**src/rtl/serdiv_req_ctrl_if.sv**
```systemverilog
// Handshake bundle between serdiv_req_ctrl and its surroundings.
//   Issue side : flush, req_valid/req_ready, req_id, req_op_a, req_op_b, req_opcode
//   Divider    : div_in_vld/div_in_rdy, div_id/div_op_a/div_op_b/div_opcode (issued operands),
//                div_flush, div_out_vld/div_out_rdy, div_rsp_id (returned id), div_res
//   Writeback  : wb_valid/wb_ready, wb_id, wb_result
//   Status     : busy, timeout (sticky), id_err (sticky)
// modport master is the controller's view; modport slave is the environment's view.
interface serdiv_req_ctrl_if #(
  parameter int unsigned WIDTH         = 64,
  parameter int unsigned TRANS_ID_BITS = 3
);
  logic                     flush;
  logic                     req_valid;
  logic                     req_ready;
  logic [TRANS_ID_BITS-1:0] req_id;
  logic [WIDTH-1:0]         req_op_a;
  logic [WIDTH-1:0]         req_op_b;
  logic [1:0]               req_opcode;

  logic                     div_in_vld;
  logic                     div_in_rdy;
  logic [TRANS_ID_BITS-1:0] div_id;
  logic [WIDTH-1:0]         div_op_a;
  logic [WIDTH-1:0]         div_op_b;
  logic [1:0]               div_opcode;
  logic                     div_flush;
  logic                     div_out_vld;
  logic                     div_out_rdy;
  logic [TRANS_ID_BITS-1:0] div_rsp_id;
  logic [WIDTH-1:0]         div_res;

  logic                     wb_valid;
  logic                     wb_ready;
  logic [TRANS_ID_BITS-1:0] wb_id;
  logic [WIDTH-1:0]         wb_result;

  logic                     busy;
  logic                     timeout;
  logic                     id_err;

  modport master (
    input  flush, req_valid, req_id, req_op_a, req_op_b, req_opcode,
    input  div_in_rdy, div_out_vld, div_rsp_id, div_res, wb_ready,
    output req_ready, div_in_vld, div_id, div_op_a, div_op_b, div_opcode,
    output div_flush, div_out_rdy, wb_valid, wb_id, wb_result, busy, timeout, id_err
  );

  modport slave (
    output flush, req_valid, req_id, req_op_a, req_op_b, req_opcode,
    output div_in_rdy, div_out_vld, div_rsp_id, div_res, wb_ready,
    input  req_ready, div_in_vld, div_id, div_op_a, div_op_b, div_opcode,
    input  div_flush, div_out_rdy, wb_valid, wb_id, wb_result, busy, timeout, id_err
  );
endinterface

```
**src/rtl/serdiv_req_ctrl.sv**
```systemverilog
// Issue-side initiator for the serial divider. Accepts one div/rem request, presents it to the
// divider one cycle after the divider's registered in_rdy, waits for the result under a
// watchdog, and holds the result for the writeback arbiter. Only one request is in flight.
// Ports:
//   clk_i  clock
//   rst_i  synchronous, active-high reset
//   bus    serdiv_req_ctrl_if.master (issue, divider, writeback and status signals)
// Parameters:
//   WIDTH          operand/result width
//   TIMEOUT        max cycles spent waiting for a result before aborting (>= WIDTH+4)
//   TRANS_ID_BITS  transaction id width (ariane_pkg default)
module serdiv_req_ctrl #(
  parameter int unsigned WIDTH         = 64,
  parameter int unsigned TIMEOUT       = 127,
  parameter int unsigned TRANS_ID_BITS = 3
) (
  input logic               clk_i,
  input logic               rst_i,
  serdiv_req_ctrl_if.master bus
);

  localparam int unsigned WdogW = $clog2(TIMEOUT + 1);
  localparam logic [WdogW-1:0] WdogMax = WdogW'(TIMEOUT);

  typedef enum logic [1:0] {
    StIdle,
    StIssue,
    StWait,
    StWb
  } state_e;

  state_e                   state_q, state_d;
  logic                     rdy_q;
  logic [WdogW-1:0]         wdog_q, wdog_d;
  logic [TRANS_ID_BITS-1:0] id_q, id_d;
  logic [WIDTH-1:0]         op_a_q, op_a_d;
  logic [WIDTH-1:0]         op_b_q, op_b_d;
  logic [1:0]               opcode_q, opcode_d;
  logic [TRANS_ID_BITS-1:0] wb_id_q, wb_id_d;
  logic [WIDTH-1:0]         wb_res_q, wb_res_d;
  logic                     timeout_q, timeout_d;
  logic                     id_err_q, id_err_d;
  logic [WdogW-1:0]         wdog_inc;

  // Saturating increment; the timeout branch normally leaves WAIT before saturation matters.
  assign wdog_inc = (wdog_q == WdogMax) ? wdog_q : wdog_q + WdogW'(1);

  always_ff @(posedge clk_i) begin
    if (rst_i) begin
      state_q   <= StIdle;
      rdy_q     <= 1'b0;
      wdog_q    <= '0;
      id_q      <= '0;
      op_a_q    <= '0;
      op_b_q    <= '0;
      opcode_q  <= '0;
      wb_id_q   <= '0;
      wb_res_q  <= '0;
      timeout_q <= 1'b0;
      id_err_q  <= 1'b0;
    end else begin
      state_q   <= state_d;
      // Mirrors the divider's one-cycle in_rdy -> in_vld handshake delay.
      rdy_q     <= bus.div_in_rdy;
      wdog_q    <= wdog_d;
      id_q      <= id_d;
      op_a_q    <= op_a_d;
      op_b_q    <= op_b_d;
      opcode_q  <= opcode_d;
      wb_id_q   <= wb_id_d;
      wb_res_q  <= wb_res_d;
      timeout_q <= timeout_d;
      id_err_q  <= id_err_d;
    end
  end

  always_comb begin
    state_d         = state_q;
    wdog_d          = wdog_q;
    id_d            = id_q;
    op_a_d          = op_a_q;
    op_b_d          = op_b_q;
    opcode_d        = opcode_q;
    wb_id_d         = wb_id_q;
    wb_res_d        = wb_res_q;
    timeout_d       = timeout_q;
    id_err_d        = id_err_q;
    bus.req_ready   = 1'b0;
    bus.div_in_vld  = 1'b0;
    bus.div_out_rdy = 1'b0;
    bus.wb_valid    = 1'b0;
    bus.div_flush   = 1'b0;

    if (bus.flush) begin
      // Kill everything: no handshake of any kind is offered in a flush cycle.
      bus.div_flush = 1'b1;
      state_d       = StIdle;
      wdog_d        = '0;
    end else begin
      unique case (state_q)
        StIdle: begin
          bus.req_ready = 1'b1;
          if (bus.req_valid) begin
            id_d     = bus.req_id;
            op_a_d   = bus.req_op_a;
            op_b_d   = bus.req_op_b;
            opcode_d = bus.req_opcode;
            state_d  = StIssue;
          end
        end
        StIssue: begin
          if (rdy_q) begin
            bus.div_in_vld = 1'b1;
            wdog_d         = '0;
            state_d        = StWait;
          end
        end
        StWait: begin
          bus.div_out_rdy = 1'b1;
          // A result arriving in the watchdog's final cycle still wins.
          if (bus.div_out_vld) begin
            wb_id_d  = bus.div_rsp_id;
            wb_res_d = bus.div_res;
            if (bus.div_rsp_id != id_q) begin
              id_err_d = 1'b1;
            end
            state_d = StWb;
          end else if (wdog_q == WdogMax) begin
            timeout_d     = 1'b1;
            bus.div_flush = 1'b1;
            state_d       = StIdle;
          end else begin
            wdog_d = wdog_inc;
          end
        end
        StWb: begin
          bus.wb_valid = 1'b1;
          if (bus.wb_ready) begin
            state_d = StIdle;
          end
        end
        default: state_d = StIdle;
      endcase
    end

    // Reset dominates flush and all handshakes.
    if (rst_i) begin
      bus.req_ready   = 1'b0;
      bus.div_in_vld  = 1'b0;
      bus.div_out_rdy = 1'b0;
      bus.wb_valid    = 1'b0;
      bus.div_flush   = 1'b0;
    end
  end

  assign bus.div_id     = id_q;
  assign bus.div_op_a   = op_a_q;
  assign bus.div_op_b   = op_b_q;
  assign bus.div_opcode = opcode_q;
  assign bus.wb_id      = wb_id_q;
  assign bus.wb_result  = wb_res_q;
  assign bus.busy       = (state_q != StIdle);
  assign bus.timeout    = timeout_q;
  assign bus.id_err     = id_err_q;

endmodule

```
**src/flat_wrapper.sv**
```systemverilog
// flat-port wrapper written by rule: the top's interface ports become plain ports
module serdiv_req_ctrl_flat 
#(
  parameter int unsigned WIDTH         = 64,
  parameter int unsigned TIMEOUT       = 127,
  parameter int unsigned TRANS_ID_BITS = 3
)
  (clk_i, rst_i, bus_flush, bus_req_valid, bus_req_id, bus_req_op_a, bus_req_op_b, bus_req_opcode, bus_div_in_rdy, bus_div_out_vld, bus_div_rsp_id, bus_div_res, bus_wb_ready, bus_req_ready, bus_div_in_vld, bus_div_id, bus_div_op_a, bus_div_op_b, bus_div_opcode, bus_div_flush, bus_div_out_rdy, bus_wb_valid, bus_wb_id, bus_wb_result, bus_busy, bus_timeout, bus_id_err);
  serdiv_req_ctrl_if #(.WIDTH(WIDTH), .TRANS_ID_BITS(TRANS_ID_BITS)) bus_i ();
  input logic clk_i;
  input logic rst_i;
  input wire logic [$bits(bus_i.flush)-1:0] bus_flush;
  input wire logic [$bits(bus_i.req_valid)-1:0] bus_req_valid;
  input wire logic [$bits(bus_i.req_id)-1:0] bus_req_id;
  input wire logic [$bits(bus_i.req_op_a)-1:0] bus_req_op_a;
  input wire logic [$bits(bus_i.req_op_b)-1:0] bus_req_op_b;
  input wire logic [$bits(bus_i.req_opcode)-1:0] bus_req_opcode;
  input wire logic [$bits(bus_i.div_in_rdy)-1:0] bus_div_in_rdy;
  input wire logic [$bits(bus_i.div_out_vld)-1:0] bus_div_out_vld;
  input wire logic [$bits(bus_i.div_rsp_id)-1:0] bus_div_rsp_id;
  input wire logic [$bits(bus_i.div_res)-1:0] bus_div_res;
  input wire logic [$bits(bus_i.wb_ready)-1:0] bus_wb_ready;
  output wire logic [$bits(bus_i.req_ready)-1:0] bus_req_ready;
  output wire logic [$bits(bus_i.div_in_vld)-1:0] bus_div_in_vld;
  output wire logic [$bits(bus_i.div_id)-1:0] bus_div_id;
  output wire logic [$bits(bus_i.div_op_a)-1:0] bus_div_op_a;
  output wire logic [$bits(bus_i.div_op_b)-1:0] bus_div_op_b;
  output wire logic [$bits(bus_i.div_opcode)-1:0] bus_div_opcode;
  output wire logic [$bits(bus_i.div_flush)-1:0] bus_div_flush;
  output wire logic [$bits(bus_i.div_out_rdy)-1:0] bus_div_out_rdy;
  output wire logic [$bits(bus_i.wb_valid)-1:0] bus_wb_valid;
  output wire logic [$bits(bus_i.wb_id)-1:0] bus_wb_id;
  output wire logic [$bits(bus_i.wb_result)-1:0] bus_wb_result;
  output wire logic [$bits(bus_i.busy)-1:0] bus_busy;
  output wire logic [$bits(bus_i.timeout)-1:0] bus_timeout;
  output wire logic [$bits(bus_i.id_err)-1:0] bus_id_err;
  assign bus_i.flush = bus_flush;
  assign bus_i.req_valid = bus_req_valid;
  assign bus_i.req_id = bus_req_id;
  assign bus_i.req_op_a = bus_req_op_a;
  assign bus_i.req_op_b = bus_req_op_b;
  assign bus_i.req_opcode = bus_req_opcode;
  assign bus_i.div_in_rdy = bus_div_in_rdy;
  assign bus_i.div_out_vld = bus_div_out_vld;
  assign bus_i.div_rsp_id = bus_div_rsp_id;
  assign bus_i.div_res = bus_div_res;
  assign bus_i.wb_ready = bus_wb_ready;
  assign bus_req_ready = bus_i.req_ready;
  assign bus_div_in_vld = bus_i.div_in_vld;
  assign bus_div_id = bus_i.div_id;
  assign bus_div_op_a = bus_i.div_op_a;
  assign bus_div_op_b = bus_i.div_op_b;
  assign bus_div_opcode = bus_i.div_opcode;
  assign bus_div_flush = bus_i.div_flush;
  assign bus_div_out_rdy = bus_i.div_out_rdy;
  assign bus_wb_valid = bus_i.wb_valid;
  assign bus_wb_id = bus_i.wb_id;
  assign bus_wb_result = bus_i.wb_result;
  assign bus_busy = bus_i.busy;
  assign bus_timeout = bus_i.timeout;
  assign bus_id_err = bus_i.id_err;
  serdiv_req_ctrl #(.WIDTH(WIDTH), .TIMEOUT(TIMEOUT), .TRANS_ID_BITS(TRANS_ID_BITS)) u_core (.clk_i(clk_i), .rst_i(rst_i), .bus(bus_i));
endmodule
```
**config.mk**
```make
export PLATFORM = sky130hd
export DESIGN_NAME = serdiv_req_ctrl_flat
export DESIGN_NICKNAME = d
export VERILOG_FILES = /design/src/rtl/serdiv_req_ctrl_if.sv /design/src/rtl/serdiv_req_ctrl.sv /design/src/flat_wrapper.sv
export SDC_FILE = /design/constraint.sdc
export NUM_CORES = 1
export LEC_CHECK = 0
export BUFFER_PORTS_ARGS = -buffer_cell sky130_fd_sc_hd__buf_2
export CORE_MARGIN = 2
export CORE_UTILIZATION = 30
export DETAILED_ROUTE_END_ITERATION = 10
export PLACE_DENSITY = 0.68
export RECOVER_POWER = 25
export REMOVE_ABC_BUFFERS = 1
export SLEW_MARGIN = 10
export SYNTH_ARGS = -nofsm -noshare
export SYNTH_HDL_FRONTEND = slang
export SYNTH_SLANG_ARGS = --single-unit
```
**constraint.sdc**
```tcl
create_clock -name clk_i -period 1.95 [get_ports clk_i]
set_input_delay 0 -clock clk_i [delete_from_list [all_inputs] [get_ports clk_i]]
set_output_delay 0 -clock clk_i [all_outputs]
set_load 0.02 [all_outputs]
```
==> impl_metrics.tcl <==
set metrics [dict create \
    final_hold_viol_count 0 \
    clkTransAtPathRegs_ps 60 \
    intPower_mw 8.03 \
    cts_tree "done" \
    combPwrFrac_pct 12.0 \
    worst_setup_path_start_kind "register" \
    max_cap_viol_count 0 \
    place_ws_ps 224 \
    root_buffer "clkbuf_16" \
    layout-drive-gt1-share_pct 23.9 \
    pwr-share-seq_pct 42.7 \
    gr-total-overflow 0 \
    period_share_pct 95.1 \
    synth-edff-count 0 \
    grt_use_total_pct 20.2 \
    power_mw 10.6 \
    cts_max_level 1 \
    drtIter0Drc 698 \
    reg2reg_depth 5 \
    crit_path_start "u_core.state_q[0]" \
    setup_slack_ps 96.4 \
    timing.hold.ws_ps 33.6 \
    synth_ff_type "dfxtp_1" \
    first_global_vias 8737 \
    yosysUniqueCellTypes 33 \
    seqCellArea_um2 4250 \
    nFillCells 2206 \
    synthTopCellsByArea "dfxtp_1 (57%), nand2_1 (20%), a21oi_1 (14%), clkbuf_1 (2.3%), buf_2 (1.0%)" \
    ant_nets 0 \
    routed_wl_mm 28.5 \
    fp.coreArea_um2 24400 \
    yosysSeqAreaShare_pct 56.8 \
    cp-endpoint "bus_div_out_rdy" \
    place.gp.congestion 0.774 \
    postLayoutCellArea_um2 12600 \
    power.density_cell_area_nw_per_um2 840 \
    worstReg2RegEnd "u_core.bus.div_op_b[19]" \
    final_core_utilization_pct 51.8 \
    multiInputGateArea_um2 2950 \
    vias_per_cell 4.63 \
    switching_share_pct 24.4 \
    leakagePower_nw 5.29 \
    drc_errors 0 \
    slew_headroom_pct 66.0 \
    tightest_slew_ps 510 \
    yosysMostFrequentCell "nand2_1" \
    vdd_drop_max_mv 0.589 \
    synthArstFlopShare_pct 0 \
    synth_area_um2 7470 \
    synth-seq-cells 212 \
    diodes 0 \
    grt_pass1_wl_mm 43.6 \
    setup_viol 0 \
    die_x_um 162 \
    start_util_pct 30.6 \
    crit_path_end_kind "output port" \
    status "finished clean" \
    ios 415 \
    grt_antenna_before_repair 0 \
    grt_setup_unrepaired "true" \
    row_count 57 \
    cts_setup_buffers 0 \
    maxClockFrequency_ghz 0.539 \
    grt_max_degree 100 \
    synth_warnings 0 \
    cts_buffers 24 \
    clock_path_buffers 3 \
    worstSetupPathType "register to output port" \
    port_buffers 414 \
    timing.rr.start "u_core.state_q[0]" \
    slew_violations 0 \
    die_area_um2 26200 \
    final_net_count 1745 \
    vias 8690 \
    regToRegSetupSlack_ps 130 \
    dr.pass1.iters 5 \
    place_area_um2 9840 \
    skew_ps 14.0 \
    hold_path.class "input port to register" \
    syn_inst 951 \
    die_h_um 162 \
    synth_top_cell_area_share_pct 56.8 \
    hpwl_mm 16.9 \
    crit_fanout 11 \
    cts_sinks 212 \
    yosys.area.top_type "dfxtp_1" \
    power_switching_mw 2.59 \
    synthToLayoutAreaGrowth_pct 69.2 \
    avgRoutedWirePerCell_um 15.2 \
    avgSynthCellArea_um2 7.85 \
    p_clk_share_pct 45.3 \
    cp.arrival_ps 1850 \
    worstSkewPairLatency_ps 530 \
    critPathRequiredTime_ps 1950 \
    synthTopCellsByCount "nand2_1 (403), dfxtp_1 (212), a21oi_1 (209), clkbuf_1 (45), buf_2 (15)" \
    period_needed_ps 1850 \
]
cell families after synthesis:
family / synth area share, %
flip-flops: 56.8
AO/OA/AOI/OAI: 15.3
XOR/XNOR: 0.352
buffers and inverters: 4.07
multiplexers: 0.402
adder cells (fa/ha/maj): 0.168
AND/OR/NAND/NOR: 22.9
worst max-delay path, cell delays in order, from the launching register on:
cell and delay, ps:
dfxtp_1 390, or4b_4 610, inv_1 150, buf_2 190
layer usage:
metal / vias to the layer above / GRT usage, % / share of wire [%] / wire (um)
li1: 4244 / - / - / -
met1: 3991 / 21.9 / 38 / 10900
met2: 402 / 37.7 / 50 / 14200
met3: 53 / 5.80 / 9.4 / 2680
met4: 0 / 6.64 / 2.5 / 716
met5: - / 0 / 0 / 0
placed cells by master, fill, tap and decap left out, types with 2 or more instances in the layout:
| cell type | instances |
|---|---|
| nor2_1 | 12 |
| nand2_1 | 403 |
| buf_2 | 310 |
| buf_6 | 2 |
| dlygate4sd3_1 | 206 |
| clkbuf_16 | 24 |
| clkbuf_1 | 106 |
| and2_1 | 2 |
| buf_12 | 7 |
| clkbuf_8 | 4 |
| a31oi_1 | 3 |
| o21ai_0 | 3 |
| mux2i_1 | 3 |
| xnor2_1 | 3 |
| inv_1 | 5 |
| dfxtp_1 | 211 |
| clkinv_4 | 2 |
| bufinv_16 | 4 |
| clkinv_2 | 3 |
| a21oi_1 | 209 |
| o21a_1 | 2 |
| nand3_1 | 4 |
| nor4_1 | 2 |
| and3_1 | 2 |
| clkinvlp_4 | 2 |
registers in the layout (all words and copies together), names as in the netlist:
| register | cells |
|---|---|
| u_core.wdog_q | 7 |
| u_core.bus.timeout | 1 |
| u_core.bus.div_id | 3 |
| u_core.bus.wb_id | 3 |
| u_core.bus.id_err | 1 |
| u_core.rdy_q | 1 |
| u_core.bus.div_opcode | 2 |
| u_core.state_q | 2 |
| u_core.bus.wb_result | 64 |
| u_core.bus.div_op_a | 64 |
| u_core.bus.div_op_b | 64 |
power by group through the flow:
stage          clock, mW  combinational (mW)  sequential [mW]
2_1_floorplan          0               0.250             4.79
3_3_place_gp           0               0.924             4.62
5_1_grt             5.08                1.37             4.55
4_1_cts             4.90                1.27             4.53
3_5_place_dp           0               0.931             4.62
6_report            4.81                1.27             4.54
metrics by stage:
stage / instances / TNS [ps]
detailed placement: 1629 / 0
CTS: 1879 / 0
floorplan: 882 / -223490
global placement: 1629 / 0
finish: 1878 / 0
global route: 1878 / -2.06
what timing repair did:
action	4_1_cts	5_1_grt
gates resized for setup	2	3
setup endpoints to repair	1	3
hold endpoints to repair	209	0
hold buffers	207	0
worst min path at each step:
stage	start	end	slack (ps)	cells past startpoint
5_1_grt	bus_req_valid	u_core.bus.div_id[1]	30	4
4_1_cts	bus_req_valid	u_core.bus.div_op_b[5]	20	4
3_5_place_dp	bus_div_in_rdy	u_core.rdy_q	220	2
3_3_place_gp	bus_div_in_rdy	u_core.rdy_q	210	2
6_report	bus_req_valid	u_core.bus.div_op_b[5]	30	4
2_1_floorplan	rst_i	u_core.bus.div_id[0]	70	1
cell type report:
class                   instances  share of cell area, %
repair buffers                629                   33.0
well taps                     324                   3.21
inverters                       5                  0.149
clock buffers                  31                   5.28
clock inverters                12                   1.46
flip-flops and latches        212                   33.6
multi-input cells             665                   23.3
Note: power is estimated with default switching activity, not from simulation.
